`src/rtl/ahb_lite_accel_port.sv`:
```
// AHB-Lite slave bridging the system bus to one streaming accelerator, with a result FIFO.
// Latency: one data-phase cycle for register accesses, DATA writes with ready high, and non-empty DATA reads.
// Backpressure: waits on acc_ready_in and on blocking reads of an empty FIFO. A blocking read that sees no result for WAIT_MAX cycles ends with an ERROR response.
//
// Ports:
//   HCLK, HRESETn          clock and synchronous active-low reset
//   HSEL..HWDATA           AHB-Lite slave inputs (only HADDR[3:2] is decoded; HSIZE is ignored)
//   HREADYOUT/HRESP/HRDATA AHB-Lite slave response
//   acc_data_in/acc_valid_in/acc_ready_in   operand stream to the accelerator
//   acc_data_out/acc_valid_out              result stream from the accelerator (no back-pressure)
module ahb_lite_accel_port #(
  parameter int DATA_W     = 32,
  parameter int FIFO_DEPTH = 8,
  parameter int WAIT_MAX   = 16
) (
  input  logic              HCLK,
  input  logic              HRESETn,
  input  logic              HSEL,
  input  logic [31:0]       HADDR,
  input  logic [1:0]        HTRANS,
  input  logic              HWRITE,
  input  logic [2:0]        HSIZE,
  input  logic              HREADY,
  input  logic [31:0]       HWDATA,
  output logic              HREADYOUT,
  output logic [1:0]        HRESP,
  output logic [31:0]       HRDATA,
  output logic [DATA_W-1:0] acc_data_in,
  output logic              acc_valid_in,
  input  logic              acc_ready_in,
  input  logic [DATA_W-1:0] acc_data_out,
  input  logic              acc_valid_out
);

  localparam int AW = $clog2(FIFO_DEPTH);

  typedef enum logic [2:0] {S_IDLE, S_WR, S_RD, S_REG, S_ERR1, S_ERR2} state_t;

  state_t            r_state, w_next, w_target;
  logic [1:0]        r_addr;
  logic              r_write;
  logic [7:0]        r_wait;
  logic              r_blk;
  logic              r_ovf;
  logic [AW:0]       r_wptr, r_rptr;
  logic [DATA_W-1:0] r_mem [FIFO_DEPTH];

  logic              w_accept, w_empty, w_full, w_pop, w_push, w_drop, w_bypass;
  logic              w_wait_inc, w_ctrl_wr, w_flush;
  logic [AW:0]       w_count;
  logic [31:0]       w_rdata;
  logic              w_unused;

  assign w_unused = ^{HADDR[31:4], HADDR[1:0], HSIZE, HWDATA};

  assign w_accept = HSEL & HREADY & HTRANS[1];
  assign w_target = (HADDR[3:2] != 2'd0) ? S_REG : (HWRITE ? S_WR : S_RD);

  assign w_empty = (r_wptr == r_rptr);
  assign w_full  = (r_wptr[AW] != r_rptr[AW]) && (r_wptr[AW-1:0] == r_rptr[AW-1:0]);
  assign w_count = r_wptr - r_rptr;

  // A flush takes effect on the edge that completes the CTRL write, so any
  // result arriving in that same cycle is discarded along with the contents.
  assign w_flush = w_ctrl_wr & HWDATA[0];
  // A result consumed by the bypass path goes straight to the bus, never into the FIFO.
  assign w_push  = acc_valid_out & ~w_bypass & ~w_flush & (~w_full | w_pop);
  assign w_drop  = acc_valid_out & ~w_bypass & ~w_flush & w_full & ~w_pop;

  always_comb begin
    w_next       = r_state;
    HREADYOUT    = 1'b1;
    HRESP        = 2'b00;
    w_rdata      = '0;
    acc_valid_in = 1'b0;
    acc_data_in  = '0;
    w_pop        = 1'b0;
    w_bypass     = 1'b0;
    w_wait_inc   = 1'b0;
    w_ctrl_wr    = 1'b0;
    case (r_state)
      S_WR: begin
        acc_valid_in = 1'b1;
        acc_data_in  = HWDATA[DATA_W-1:0];
        HREADYOUT    = acc_ready_in;
      end
      S_RD: begin
        if (!w_empty) begin
          w_rdata[DATA_W-1:0] = r_mem[r_rptr[AW-1:0]];
          w_pop               = 1'b1;
        end else if (r_blk) begin
          if (acc_valid_out) begin
            w_rdata[DATA_W-1:0] = acc_data_out;
            w_bypass            = 1'b1;
          end else begin
            HREADYOUT  = 1'b0;
            w_wait_inc = 1'b1;
            if (r_wait == 8'(WAIT_MAX - 1)) w_next = S_ERR1;
          end
        end
      end
      S_REG: begin
        if (r_write) begin
          w_ctrl_wr = (r_addr == 2'd2);
        end else if (r_addr == 2'd1) begin
          w_rdata[0]         = w_empty;
          w_rdata[1]         = w_full;
          w_rdata[2]         = r_ovf;
          w_rdata[8 +: AW+1] = w_count;
        end else if (r_addr == 2'd2) begin
          w_rdata[1] = r_blk;
        end
      end
      S_ERR1: begin
        HREADYOUT = 1'b0;
        HRESP     = 2'b01;
        w_next    = S_ERR2;
      end
      S_ERR2: begin
        HRESP = 2'b01;
      end
      default: ;
    endcase
    // Every completing data phase either chains straight into the next
    // accepted transfer or falls back to IDLE.
    if (HREADYOUT) w_next = w_accept ? w_target : S_IDLE;
    HRDATA = w_rdata;
  end

  always_ff @(posedge HCLK) begin
    if (!HRESETn) begin
      r_state <= S_IDLE;
      r_addr  <= 2'd0;
      r_write <= 1'b0;
      r_wait  <= 8'd0;
      r_blk   <= 1'b1;
      r_ovf   <= 1'b0;
      r_wptr  <= '0;
      r_rptr  <= '0;
    end else begin
      r_state <= w_next;
      if (w_accept) begin
        r_addr  <= HADDR[3:2];
        r_write <= HWRITE;
      end
      r_wait <= w_wait_inc ? r_wait + 8'd1 : 8'd0;
      if (w_ctrl_wr) r_blk <= HWDATA[1];
      if (w_drop) r_ovf <= 1'b1;
      else if (w_ctrl_wr && HWDATA[2]) r_ovf <= 1'b0;
      if (w_flush) begin
        r_wptr <= '0;
        r_rptr <= '0;
      end else begin
        if (w_push) r_wptr <= r_wptr + 1'b1;
        if (w_pop)  r_rptr <= r_rptr + 1'b1;
      end
    end
  end

  // Storage needs no reset: the pointers alone define what is valid.
  always_ff @(posedge HCLK) begin
    if (w_push) r_mem[r_wptr[AW-1:0]] <= acc_data_out;
  end

endmodule

```
`config.mk`:
```
export PLATFORM = sky130hd
export DESIGN_NAME = ahb_lite_accel_port
export DESIGN_NICKNAME = d
export VERILOG_FILES = /design/src/rtl/ahb_lite_accel_port.sv
export SDC_FILE = /design/constraint.sdc
export NUM_CORES = 1
export LEC_CHECK = 0
export ABC_CLOCK_PERIOD_IN_PS = 10550
export CAP_MARGIN = 5
export CORE_MARGIN = 1
export CORE_UTILIZATION = 45
export DETAILED_ROUTE_END_ITERATION = 10
export DONT_BUFFER_PORTS = 1
export PLACE_DENSITY = 0.72
export SLEW_MARGIN = 10
export SYNTH_ARGS = -nofsm -noshare
export SYNTH_HDL_FRONTEND = slang
export SYNTH_SLANG_ARGS = --single-unit
export TNS_END_PERCENT = 20
```
`constraint.sdc`:
```
create_clock -name HCLK -period 10.55 [get_ports HCLK]
set_input_delay 1.5825 -clock HCLK [delete_from_list [all_inputs] [get_ports HCLK]]
set_output_delay 1.5825 -clock HCLK [all_outputs]
set_load 0.01 [all_outputs]
```
=== Yosys cells after proc, flatten, opt, wreduce, memory -nomap -nowiden ===
Memory sizes are Yosys's and may differ from the RTL's. A register that Yosys moved wholly into a read port is not among the register bits.
Cells that the tools add are included.

* Reductions and logical operators: 9
* Add/subtract/negate cells: 4
* Bitwise logic cells: 14
* Eq/ne operators: 15
* Muxes and demuxes: 47

{| class="wikitable"
|+ Operator list
! kind !! number
|-
| 32-bit 2-to-1 mux || 4
|-
| 1-bit 2-to-1 mux || 24
|-
| 3-bit 2-to-1 mux || 8
|-
| 20-bit 2-to-1 mux || 1
|-
| 3-bit inequality test (second input constant) || 4
|-
| 3-bit case mux with 2 select lines || 2
|-
| 4-bit by 1-bit adder with 4-bit output (second input constant) || 2
|-
| 8-bit by 1-bit adder with 8-bit output (second input constant) || 1
|-
| 1-bit bitwise AND || 8
|-
| 8-bit by 4-bit == test with 1-bit output (second input constant) || 1
|-
| 4-bit 2-to-1 mux || 2
|-
| 4-bit case mux with 2 select lines || 1
|-
| 3-bit by 2-bit == test with 1-bit output (second input constant) || 2
|-
| 3-bit == test (second input constant) || 2
|-
| 2-bit 2-to-1 mux || 3
|-
| 5-bit 2-to-1 mux || 1
|-
| 1-bit NOT || 5
|-
| 5-bit AND reduction || 1
|-
| 4-bit == test || 1
|-
| 2-bit nonzero test || 2
|-
| 2-bit OR reduction || 2
|-
| 4-bit subtractor || 1
|-
| 3-bit by 1-bit == test with 1-bit output (second input constant) || 1
|-
| 3-bit == test || 1
|-
| 8 further kinds || 9
|}

* Memories: 1
* Register bits: 24
* Bits of input ports: 108
* Bits in writable memories: 256
* Logic and storage cells: 98

{| class="wikitable"
|+ Memories
! name !! words !! width !! rd ports !! clocked after Yosys merged registers in !! wr ports !! line !! RTL
|-
| r_mem || 8 || 32 || 1 || 1 || 1 || 46 || <nowiki>logic [DATA_W-1:0] r_mem [FIFO_DEPTH];</nowiki>
|}

=== Depth between registers and ports, before layout ===
Gate-level depths: netlist of the first run.

* Depth in word-level cells: 10
* Gate-level depth with buffers: 7
* Depth with buffers taken out: 6

=== Least setup slack after synthesis of the first run ===
No wires, ideal clock.

* Path kind: input port to flip-flop
* Start: in HWDATA[0]
* End: mem r_mem[0][0], enable pin
* Stages: 4
* Data arrival time: 5.303 ns
* Path buffers: 0
* Path slack: 4.746 ns
* Data required time: 10.048 ns
* Cells stage by stage: and4b_1 > a21oi_2 > nand3_1 > nor4_1

* Cells in the longest elaborated chain, start to end: 6

{| class="wikitable"
|+ Ends and longest elaborated chain
! item !! line !! RTL
|-
| start: declaration || 24 || <nowiki>input logic [31:0] HWDATA,</nowiki>
|-
| 1-bit bitwise AND || 65 || <nowiki>assign w_flush = w_ctrl_wr & HWDATA[0];</nowiki>
|-
| 1-bit NOT || 67 || <nowiki>assign w_push = acc_valid_out & ~w_bypass & ~w_flush & (~w_full | w_pop);</nowiki>
|-
| 1-bit bitwise AND (2 in a row) || 67 ||
|-
| 1-bit 2-to-1 mux || 162 || <nowiki>if (w_push) r_mem[r_wptr[AW-1:0]] <= acc_data_out;</nowiki>
|-
| 1-bit 2-to-1 mux (not written as such) || 162 ||
|-
| end: declaration || 46 ||
|}

Every way passes these cells.

=== Final worst setup path of the first run ===
* Start: reg r_wptr[0]
* End: out HRDATA[11]

* Cells in the longest elaborated chain, start to end: 4
* Elaborated cells between the ends (all ways): 6
* Classes of those cells: 1 x add/sub; 1 x eq/ne; 4 x mux

{| class="wikitable"
|+ Ends and longest elaborated chain
! item !! line !! RTL
|-
| start: declaration || 45 || <nowiki>logic [AW:0] r_wptr, r_rptr;</nowiki>
|-
| start signal: assignment || 154 || <nowiki>if (w_push) r_wptr <= r_wptr + 1'b1;</nowiki>
|-
| 4-bit subtractor || 61 || <nowiki>assign w_count = r_wptr - r_rptr;</nowiki>
|-
| 4-bit 2-to-1 mux || 105 || <nowiki>end else if (r_addr == 2'd1) begin</nowiki>
|-
| 4-bit 2-to-1 mux || 103 || <nowiki>if (r_write) begin</nowiki>
|-
| 4-bit case mux with 2 select lines (*) || 81 || <nowiki>case (r_state)</nowiki>
|-
| end: declaration || 27 || <nowiki>output logic [31:0] HRDATA,</nowiki>
|}

Mark *: on every way between the ends. The rest lies on a longest branch, timed or not.

==> results of run 1 <==
## power groups by stage
stage / registers, mW / logic, mW / clock network [mW]
2_1_floorplan: 1.28 / 0.0653 / 0
3_3_place_gp: 1.28 / 0.0864 / 0
3_5_place_dp: 1.29 / 0.0876 / 0
4_1_cts: 1.26 / 0.0881 / 0.981
5_1_grt: 1.26 / 0.0937 / 1.02
6_report: 1.26 / 0.0861 / 0.962
## layer usage
| layer | share of wire [%] | global-route usage (%) | routed length, µm |
|---|---|---|---|
| met1 | 40 | 22.84 | 9324 |
| met5 | 0 | 0 | 0 |
| met4 | 2.0 | 4.588 | 466 |
| met3 | 7.7 | 3.882 | 1776 |
| met2 | 50 | 30.85 | 11500 |
## state kept, by name (all words and copies together) (netlist names), named ones only
register	cells
r_mem	256
r_state	3
r_wait	8
r_wptr	4
r_blk	1
r_rptr	4
r_ovf	1
r_addr	2
r_write	1
## cells in the final DEF (no fill, tap or decap), drive strengths merged, types with 2 or more instances in the layout
cell,Yosys,routed
bufinv,0,3
xor2,7,7
inv,7,7
o21ai,3,3
xnor2,5,5
nor4,3,3
nor2,32,32
a211o,3,3
and3,5,5
nor3b,2,2
nor3,8,8
clkinv,0,6
clkbuf,12,42
a21oi,6,6
ha,6,6
a221o,4,4
o2bb2ai,25,25
or3,3,3
buf,17,14
nand3b,2,2
and2,32,32
edfxtp,256,256
nand4,4,4
dfxtp,27,27
nor2b,3,3
mux4,64,64
nand2b,4,4
mux2i,41,41
nand2,12,12
nand3,10,10
## kinds of logic after synthesis
logic type	count (synthesis)	share of synthesized area, %
flops	283	71.18
simple gates	127	6.203
mux	105	16.02
compound gates	48	3.377
buf+inv	36	1.451
xor+xnor	12	0.9093
fa+ha+maj	7	0.8227
other cells	1	0.03244
## Yosys cell counts, types with 5 or more instances
cell | count | area, µm²
and2_1 | 32 | 200.2
xnor2_1 | 5 | 43.79
a21oi_1 | 5 | 25.02
nand2_1 | 12 | 45.04
buf_2 | 8 | 40.04
xor2_1 | 7 | 61.31
edfxtp_1 | 256 | 7687
nand3_1 | 10 | 50.05
clkbuf_1 | 12 | 45.04
and3_1 | 5 | 31.28
nor2_1 | 31 | 116.4
inv_1 | 7 | 26.28
mux2i_1 | 41 | 410.4
dfxtp_1 | 27 | 540.5
mux4_2 | 64 | 1441
nor3_1 | 8 | 40.04
o2bb2ai_1 | 25 | 219.0
ha_1 | 6 | 75.07
## final timing paths
path | start | to | slack (ns) | depth (start not counted)
max | r_wptr[0] | HRDATA[11] | 5.73 | 6
min | r_wait[0] | r_wait[0] | 0.46 | 1
max reg2reg | r_wptr[0] | r_mem[7][1] | 7.39 | 6
min reg2reg | r_wait[0] | r_wait[0] | 0.46 | 1
## layout make-up
type	instances	area, µm²
well taps	330	412.9
fillers	1979	12270
clock buffers	42	753.2
clock inverters	10	148.9
repair buffers	14	105.1
inverters	7	26.28
multi-input cells	300	3236
flip-flops and latches	283	8234
==> results by group, run 1 <==
Outcome
  – Status: complete, no violations

Synth
  – Primary FF master, synth: edfxtp_1
  – Post-synthesis register bit count: 283
  – Post-synth EDFFs: 256
  – Syn Area/Cell: 18.67 µm²
  – Asr flop ratio synth: 0%
  – Post-Syn Area: 0.01156 mm²
  – YS warnings: 0
  – Mapped Cells: 619
  – Cell variety after synth: 53
  – Synth Net Count: 734
  – Post-synthesis sequential area ratio: 71.18%

Floorplan
  – Std-Cell Core Area: 0.02518 mm²
  – Initial Util: 45.90%
  – Die area: 0.02633 mm²
  – Die X-Extent: 162.3 µm
  – Die H: 162.3 µm
  – Row Count: 58
  – I/O pin count: 176

Clock network
  – Clk slew on worst S/H paths: 0.06 ns
  – TritonCTS clock tree: done
  – H-tree depth: 1
  – Clk_lat worst skew: 0.55 ns
  – Root Driver: clkbuf_16
  – TritonCTS Buffers: 28
  – Post-CTS Resized: 0
  – Clk sinks: 283
  – Post-CTS Hold Buffers: 0
  – Postcts setup bufs: 0
  – Max Root-Sink Buffers: 3

Cells and area
  – Fin cells: 986
  – Nets: 749
  – Share of layout cells above drive strength 1: 19.97%
  – Design Area, Final: 0.01292 mm²
  – Number of diodes: 0
  – Area grow syn2layout: 11.74%
  – Finished Core Util: 51.29%

Detailed routing
  – DR iter-0 viols: 378
  – Post-route DRC violation count: 0
  – Routed Antenna Nets: 0
  – WL/cell: 23.40 µm
  – Detailed Route WL: 23070 µm
  – Drt pass-1 iters: 4
  – Via count: 5798
  – Vias per inst: 5.880

Timing
  – Final worst setup slack: 5.731 ns
  – Setup TNS: 0 ns
  – RSZ-0062 raised after global routing: false
  – Final Hold Vio Count: 0
  – Skew final: 0.01538 ns
  – Fin. max-slew vios: 0
  – Max Freq: 0.2075 GHz
  – Final Cycle Share: 45.68%
  – Tmin final: 4.819 ns
  – Rel. slew slack: 31.74%
  – Worst Tran Pin Value: 1.021 ns
  – Final setup viols: 0
  – Hold_ws: 0.4581 ns

Power and ir drop
  – Reg power frac: 54.6%
  – Internal power: 1.856 mW
  – Final Total Pwr: 2.311 mW
  – Sw Ratio: 19.71%
  – PwrDens: 179.0 mW/mm²
  – Leak: 3.992 nW
  – Sw Pwr: 455.5 µW
  – Clock power frac: 41.6%
  – Worst vdd ir: 0.1844 mV
  – Comb pwr share: 3.7%

Setup path
  – WS Path Type: flip-flop to primary output
  – Slowest-stage cell, CP: nor2_4
  – Required @ worst endpoint: 8.97 ns
  – Crit path max fanout: 32
  – Critical-path cell list: inv_1 > ha_1 > and3_1 > nand4_2 > nor2_4 > a221o_1
  – CP delay by family, top: simple AND/OR/NAND/NOR gates
  – Buffers and inverters on the worst path: 1
  – Setup crit end kind: primary output
  – Worst setup SP type: flip-flop
  – Crit-path max cell delay: 0.85 ns
  – Worst Path Arrival: 3.24 ns

GRT
  – First-pass GRT wire length: 35290 µm
  – GRT Util Overall: 17.86%
  – Grt total ovfl: 0
  – Initial antenna violation count: 0
  – Largest net degree at the start of global routing: 65
  – Vias in the first global route: 6139

Placement
  – IO Port Bufs: 0
  – Placed cell areas: 0.01201 mm²
  – Routability congestion estimate: 0.8120
  – Worst Setup Slack post-DPL: 6.060 ns
  – # placed instances: 934
  – Final HPWL DP: 13410 µm

Run
  – Number of max-cap violations: 0

Hold path
  – Hold Path Class: flip-flop to flip-flop
(Power assumes the default switching activity.)
==> inputs of run 2 (changes only) <==
Settings changed: ABC_CLOCK_PERIOD_IN_PS 10550 to 4900.
Clock period 10.55 ns to 4.9 ns, I/O delays scaled along.
==> run 2 against run 1 <==
Effect of this change:
- sequential share of layout area is essentially flat
- hold slack lost 0.20 ns
- highest routed layer unchanged
- cell count shrank 0.10%
==> results by group, run 2 (synthesis results as in run 1) <==
Timing
  – Tmin final: 3.996 ns
  – Fin. max-slew vios: 0 (unchanged)
  – Worst Tran Pin Value: 1.061 ns (+0.03994 ns)
  – Final worst setup slack: 0.9039 ns (-4.827 ns)
  – Final Hold Vio Count: 0 (unchanged)
  – Final setup viols: 0 (unchanged)
  – RSZ-0062 raised after global routing: false
  – Skew final: 0.01431 ns (-0.001071 ns)
  – Hold_ws: 0.2603 ns (-0.1978 ns)
  – Max Freq: 0.2502 GHz
  – Rel. slew slack: 29.07% (-2.7 points)
  – Final Cycle Share: 81.55%

Cells and area
  – Nets: 749 (unchanged)
  – Multi-input gate area: 0.003236 mm² (unchanged)
  – FF+latch area: 0.008234 mm² (unchanged)
  – Number of diodes: 0 (unchanged)
  – Share of layout cells above drive strength 1: 20.31% (+0.34 points)
  – Most frequent cells in the layout: 256 x edfxtp_1, 64 x mux4_2, 41 x mux2i_1, 32 x and2_1, 29 x nor2_1
  – Area grow syn2layout: 11.73% (about the same)
  – Max reg flops: 256 (unchanged)
  – Number of fill cells in the layout: 1968 (-0.56%)
  – Finished Core Util: 51.29% (about the same)
  – Commonest non-fill, non-tap cell in the layout: edfxtp_1

Power and ir drop
  – Reg power frac: 54.8% (+0.2 points)
  – Internal power: 3.978 mW (+110%)
  – Sw Ratio: 19.94% (+0.23 points)
  – Sw Pwr: 990.6 µW (+120%)
  – Clock power frac: 41.6% (about the same)
  – Leak: 3.999 nW (+0.17%)
  – Comb pwr share: 3.6% (about the same)
  – Worst vdd ir: 0.2784 mV (+51%)
  – PwrDens: 384.7 mW/mm² (+110%)
  – Final Total Pwr: 4.969 mW (+110%)

Clock network
  – Postcts setup bufs: 0 (unchanged)
  – TritonCTS clock tree: done
  – Clk_lat worst skew: 0.55 ns (about the same)
  – Root Driver: clkbuf_16
  – H-tree depth: 1 (unchanged)
  – Clk sinks: 283 (unchanged)
  – Clk slew on worst S/H paths: 0.06 ns (about the same)
  – Max Root-Sink Buffers: 3 (unchanged)
  – Post-CTS Hold Buffers: 0 (unchanged)
  – TritonCTS Buffers: 28 (unchanged)
  – Post-CTS Resized: 0 (unchanged)

GRT
  – First-pass GRT wire length: 35380 µm (+0.27%)
  – Vias in the first global route: 6195 (+0.91%)
  – Initial antenna violation count: 0 (unchanged)
  – Largest net degree at the start of global routing: 48 (-26%)
  – Grt total ovfl: 0 (unchanged)
  – GRT Util Overall: 18.01% (+0.15 points)

Detailed routing
  – DRT met1 WL: 9279 µm (-0.48%)
  – Post-route DRC violation count: 0 (unchanged)
  – Top sig layer: met4
  – Met3 WL: 1843 µm (+3.8%)
  – Drt pass-1 iters: 5 (+1)
  – Detailed Route WL: 23300 µm (+1.0%)
  – Metal2 WL: 11690 µm (+1.7%)
  – WL/cell: 23.65 µm (+1.1%)
  – DR iter-0 viols: 481 (+27%)
  – Via count: 5868 (+1.2%)
  – Routed Antenna Nets: 0 (unchanged)
  – Vias per inst: 5.957 (+1.3%)

Setup path
  – Crit path max fanout: 32 (unchanged)
  – WS Path Type: flip-flop to primary output
  – Required @ worst endpoint: 4.16 ns (-4.81 ns)
  – Worst Path Arrival: 3.26 ns (+0.02 ns)
  – Worst setup SP type: flip-flop
  – Setup crit end kind: primary output

Placement
  – IO Port Bufs: 0 (unchanged)
  – Routability congestion estimate: 0.8336 (+2.7%)
  – Final HPWL DP: 13650 µm (+1.8%)
  – Worst Setup Slack post-DPL: 1.473 ns (-4.587 ns)

Floorplan
  – Die H: 162.3 µm (unchanged)
  – Initial Util: 45.90% (unchanged)
  – Die area: 0.02633 mm² (unchanged)
  – Row Count: 58 (unchanged)
  – Die X-Extent: 162.3 µm (unchanged)
  – I/O pin count: 176 (unchanged)
  – Std-Cell Core Area: 0.02518 mm² (unchanged)

Run
  – Number of max-cap violations: 0 (unchanged)

Outcome
  – Status: complete, no violations

Hold path
  – Hold Path Class: input pin to flip-flop
==> run 2: cell count changes in the layout (fill, tap and decap cells not counted) <==
cell	previous run	this run
clkinv_1	3	9
clkbuf_1	14	5
clkinv_2	2	4
==> run 2: worst paths after layout <==
check                               start           end  slack, ns  depth (start not counted)
worst max-delay path            r_wptr[0]    HRDATA[11]       0.90                          6
worst min-delay path              HRESETn         r_blk       0.26                          1
worst max register to register  r_wptr[2]  r_mem[6][23]       1.66                          6
worst min register to register  r_wait[0]     r_wait[0]       0.45                          1
==> run 2: power groups by stage <==
| stage | Clock (mW) | Combinational (mW) | Sequential (mW) |
|---|---|---|---|
| finish | 2.07 | 0.181 | 2.72 |
| CTS | 2.09 | 0.185 | 2.72 |
| global route | 2.20 | 0.196 | 2.73 |
| floorplan | 0 | 0.140 | 2.76 |
| detailed placement | 0 | 0.183 | 2.77 |
| global placement | 0 | 0.182 | 2.77 |
==> run 2: per-layer routing <==
metal	up-vias	track usage (%)
li1	2534	-
met1	3039	23.27
met2	255	30.91
met3	40	3.984
met4	0	4.417
met5	-	0
==> run 2: critical path: stages, from the launching register on <==
cell,delay [ns]
dfxtp_1,0.48
inv_1,0.15
ha_1,0.33
and3_1,0.22
nand4_2,0.27
nor2_4,0.88
a221o_1,0.39
==> run 2: final cells by class <==
cell class,count,area share [%]
clock buffers,33,5.571
flip-flops and latches,283,63.76
inverters,7,0.2034
multi-input cells,300,25.05
repair buffers,14,0.8138
clock inverters,18,1.405
well taps,330,3.197
==> run 2: stage by stage <==
step           instance area, µm²  setup TNS, ns  cells
2_1_floorplan               11560         -3.642    619
3_3_place_gp                12010              0    934
3_5_place_dp                12010              0    934
4_1_cts                     12910              0    985
5_1_grt                     12910              0    985
6_report                    12910              0    985
==> inputs of run 3 (changes only) <==
Settings changed: ABC_CLOCK_PERIOD_IN_PS 4900 to 3200, PLACE_DENSITY 0.72 to 0.74.
Clock period 4.9 ns to 3.2 ns, I/O delays scaled along.
==> run 3 against run 2 <==
Effect of this change:
- core utilization up 0.77 points
- power up 51%
- register-to-register slack worse by 1.1 ns
- sequential cell count unchanged
- setup slack worse by 0.73 ns
- cell area up 1.5%
- critical path depth down 2
- sequential power up 53%
- wire length about the same
- via count down 0.37%
- non-clock buffer count up 7
==> results by group, run 3 (synthesis results as in run 1) <==
Timing
  – Tmin final: 3.029 ns
  – Final worst setup slack: 0.1708 ns (-0.7330 ns)
  – Worst Tran Pin Value: 0.7170 ns (-0.3444 ns)
  – Final Cycle Share: 94.66%
  – Hold_ws: 0.02294 ns (-0.2373 ns)
  – Final setup viols: 0 (unchanged)
  – RSZ-0062 raised after global routing: false
  – Fin. max-slew vios: 0 (unchanged)
  – Skew final: 0.01612 ns (+0.001812 ns)
  – Final Hold Vio Count: 0 (unchanged)
  – Max Freq: 0.3301 GHz
  – Setup TNS: 0 ns (unchanged)
  – Rel. slew slack: 52.20% (+23 points)

Setup path
  – Required @ worst endpoint: 2.72 ns (-1.44 ns)
  – Setup crit end kind: primary output
  – Worst setup SP type: flip-flop
  – Critical-path cell list: buf_12 > mux4_2 > mux2i_1 > o2bb2ai_1
  – R2r endpoint: r_mem[1][12]
  – WS Path Type: flip-flop to primary output
  – RR Startpoint: r_wptr[0]
  – Crit-path max cell delay: 0.65 ns (-0.23 ns)
  – Worst Setup EP: HRDATA[23]
  – R2R cell count: 7 (+1)
  – Worst Path Arrival: 2.55 ns (-0.71 ns)
  – Slowest-stage cell, CP: dfxtp_4
  – Crit path max fanout: 36 (+13%)
  – Worst path depth: 4 (-2)
  – CP delay by family, top: multiplexers
  – Buffers and inverters on the worst path: 1 (unchanged)
  – Reg2Reg Setup Slack: 0.55 ns (-1.11 ns)

Placement
  – Final HPWL DP: 14020 µm (+2.7%)
  – Routability congestion estimate: 0.8281 (-0.66%)
  – Placed cell areas: 0.01219 mm² (+1.5%)
  – Worst Setup Slack post-DPL: 0.4156 ns (-1.058 ns)
  – IO Port Bufs: 0 (unchanged)

Power and ir drop
  – Sw Pwr: 1.520 mW (+53%)
  – Comb pwr share: 4.1% (+0.5 points)
  – Reg power frac: 55.5% (+0.7 points)
  – PwrDens: 572.4 mW/mm² (+49%)
  – Clock power frac: 40.4% (-1.2 points)
  – Worst vdd ir: 0.3917 mV (+41%)
  – Leak: 4.063 nW (+1.6%)
  – Final Total Pwr: 7.504 mW (+51%)
  – Sw Ratio: 20.26% (+0.32 points)
  – Internal power: 5.984 mW (+50%)

Cells and area
  – Most frequent cells in the layout: 256 x edfxtp_1, 64 x mux4_2, 41 x mux2i_1, 32 x and2_1, 29 x nor2_1
  – Max reg flops: 256 (unchanged)
  – Area grow syn2layout: 13.41%
  – Share of layout cells above drive strength 1: 21.30% (+0.99 points)
  – Number of diodes: 0 (unchanged)
  – Design Area, Final: 0.01311 mm² (+1.5%)
  – Nets: 756 (+0.93%)
  – Commonest non-fill, non-tap cell in the layout: edfxtp_1

Floorplan
  – Std-Cell Core Area: 0.02518 mm² (unchanged)
  – Die H: 162.3 µm (unchanged)
  – Initial Util: 45.90% (unchanged)
  – Row Count: 58 (unchanged)
  – Die X-Extent: 162.3 µm (unchanged)
  – Die area: 0.02633 mm² (unchanged)
  – I/O pin count: 176 (unchanged)

GRT
  – Grt total ovfl: 0 (unchanged)
  – Largest net degree at the start of global routing: 37 (-23%)
  – Initial antenna violation count: 0 (unchanged)
  – GRT Util Overall: 18.15% (+0.14 points)
  – First-pass GRT wire length: 35820 µm (+1.2%)
  – Vias in the first global route: 6214 (+0.31%)

Clock network
  – Clk_lat worst skew: 0.55 ns (about the same)
  – Root Driver: clkbuf_16
  – Clk sinks: 283 (unchanged)
  – Clk slew on worst S/H paths: 0.06 ns (about the same)
  – TritonCTS Buffers: 28 (unchanged)
  – Max Root-Sink Buffers: 3 (unchanged)
  – TritonCTS clock tree: done
  – H-tree depth: 1 (unchanged)

Run
  – Number of max-cap violations: 0 (unchanged)

Hold path
  – Hold Path Class: input pin to flip-flop

Detailed routing
  – Drt pass-1 iters: 4 (-1)
  – Routed Antenna Nets: 0 (unchanged)
  – WL/cell: 23.50 µm (-0.65%)
  – Metal2 WL: 12050 µm (+3.0%)
  – DRT met1 WL: 9328 µm (+0.53%)
  – Via count: 5846 (-0.37%)
  – Vias per inst: 5.893 (-1.1%)
  – DR iter-0 viols: 407 (-15%)
  – Met3 WL: 1585 µm (-14%)
  – Top sig layer: met4
  – Detailed Route WL: 23310 µm (about the same)
  – Post-route DRC violation count: 0 (unchanged)

Outcome
  – Status: complete, no violations
## run 3: worst min path at each step
stage	start	to	slack, ns	cells after the start
final	acc_data_out[7]	r_mem[2][7]	0.02	0
after global routing	acc_data_out[7]	r_mem[2][7]	0.004	0
after CTS	acc_data_out[7]	r_mem[2][7]	0.007	0
after detailed placement	r_wait[0]	r_wait[0]	0.43	1
after global placement	r_wait[0]	r_wait[0]	0.43	1
after floorplan	r_wait[0]	r_wait[0]	0.41	1
## run 3: through the flow
step                      std cells  utilization, %
after floorplan                 619               -
after global placement          937           48.42
after detailed placement        937           48.42
after CTS                       992           52.01
after global routing            992           52.06
final                           992           52.06
## run 3: layout make-up
cell class,count,area [µm²]
fill,1912,12070
sequential,283,8237
multi-input combinational,300,3262
clock buffer,39,752.0
tap,330,412.9
timing repair buffer,21,314.1
clock inverter,12,105.1
inverter,7,26.28
## run 3: power groups by stage
stage,registers (mW),logic (mW),clock network (mW)
final,4.17,0.308,3.03
after global routing,4.17,0.332,3.22
after CTS,4.17,0.311,3.08
after detailed placement,4.24,0.307,0
after global placement,4.23,0.301,0
after floorplan,4.23,0.217,0
## run 3: routing by layer
metal  global-route usage [%]  up-vias
li1                         -     2552
met4                    4.031        0
met3                    3.677       34
met1                    22.94     3008
met5                        0        -
met2                    32.15      252
## run 3: timing repair
item	in CTS	in global routing
setup buffers	3	0
resized for setup	2	2
hold buffers	1	0
pin swaps	1	0
setup endpoints to repair	32	23
gates cloned	0	0
endpoints found under the hold margin	1	0
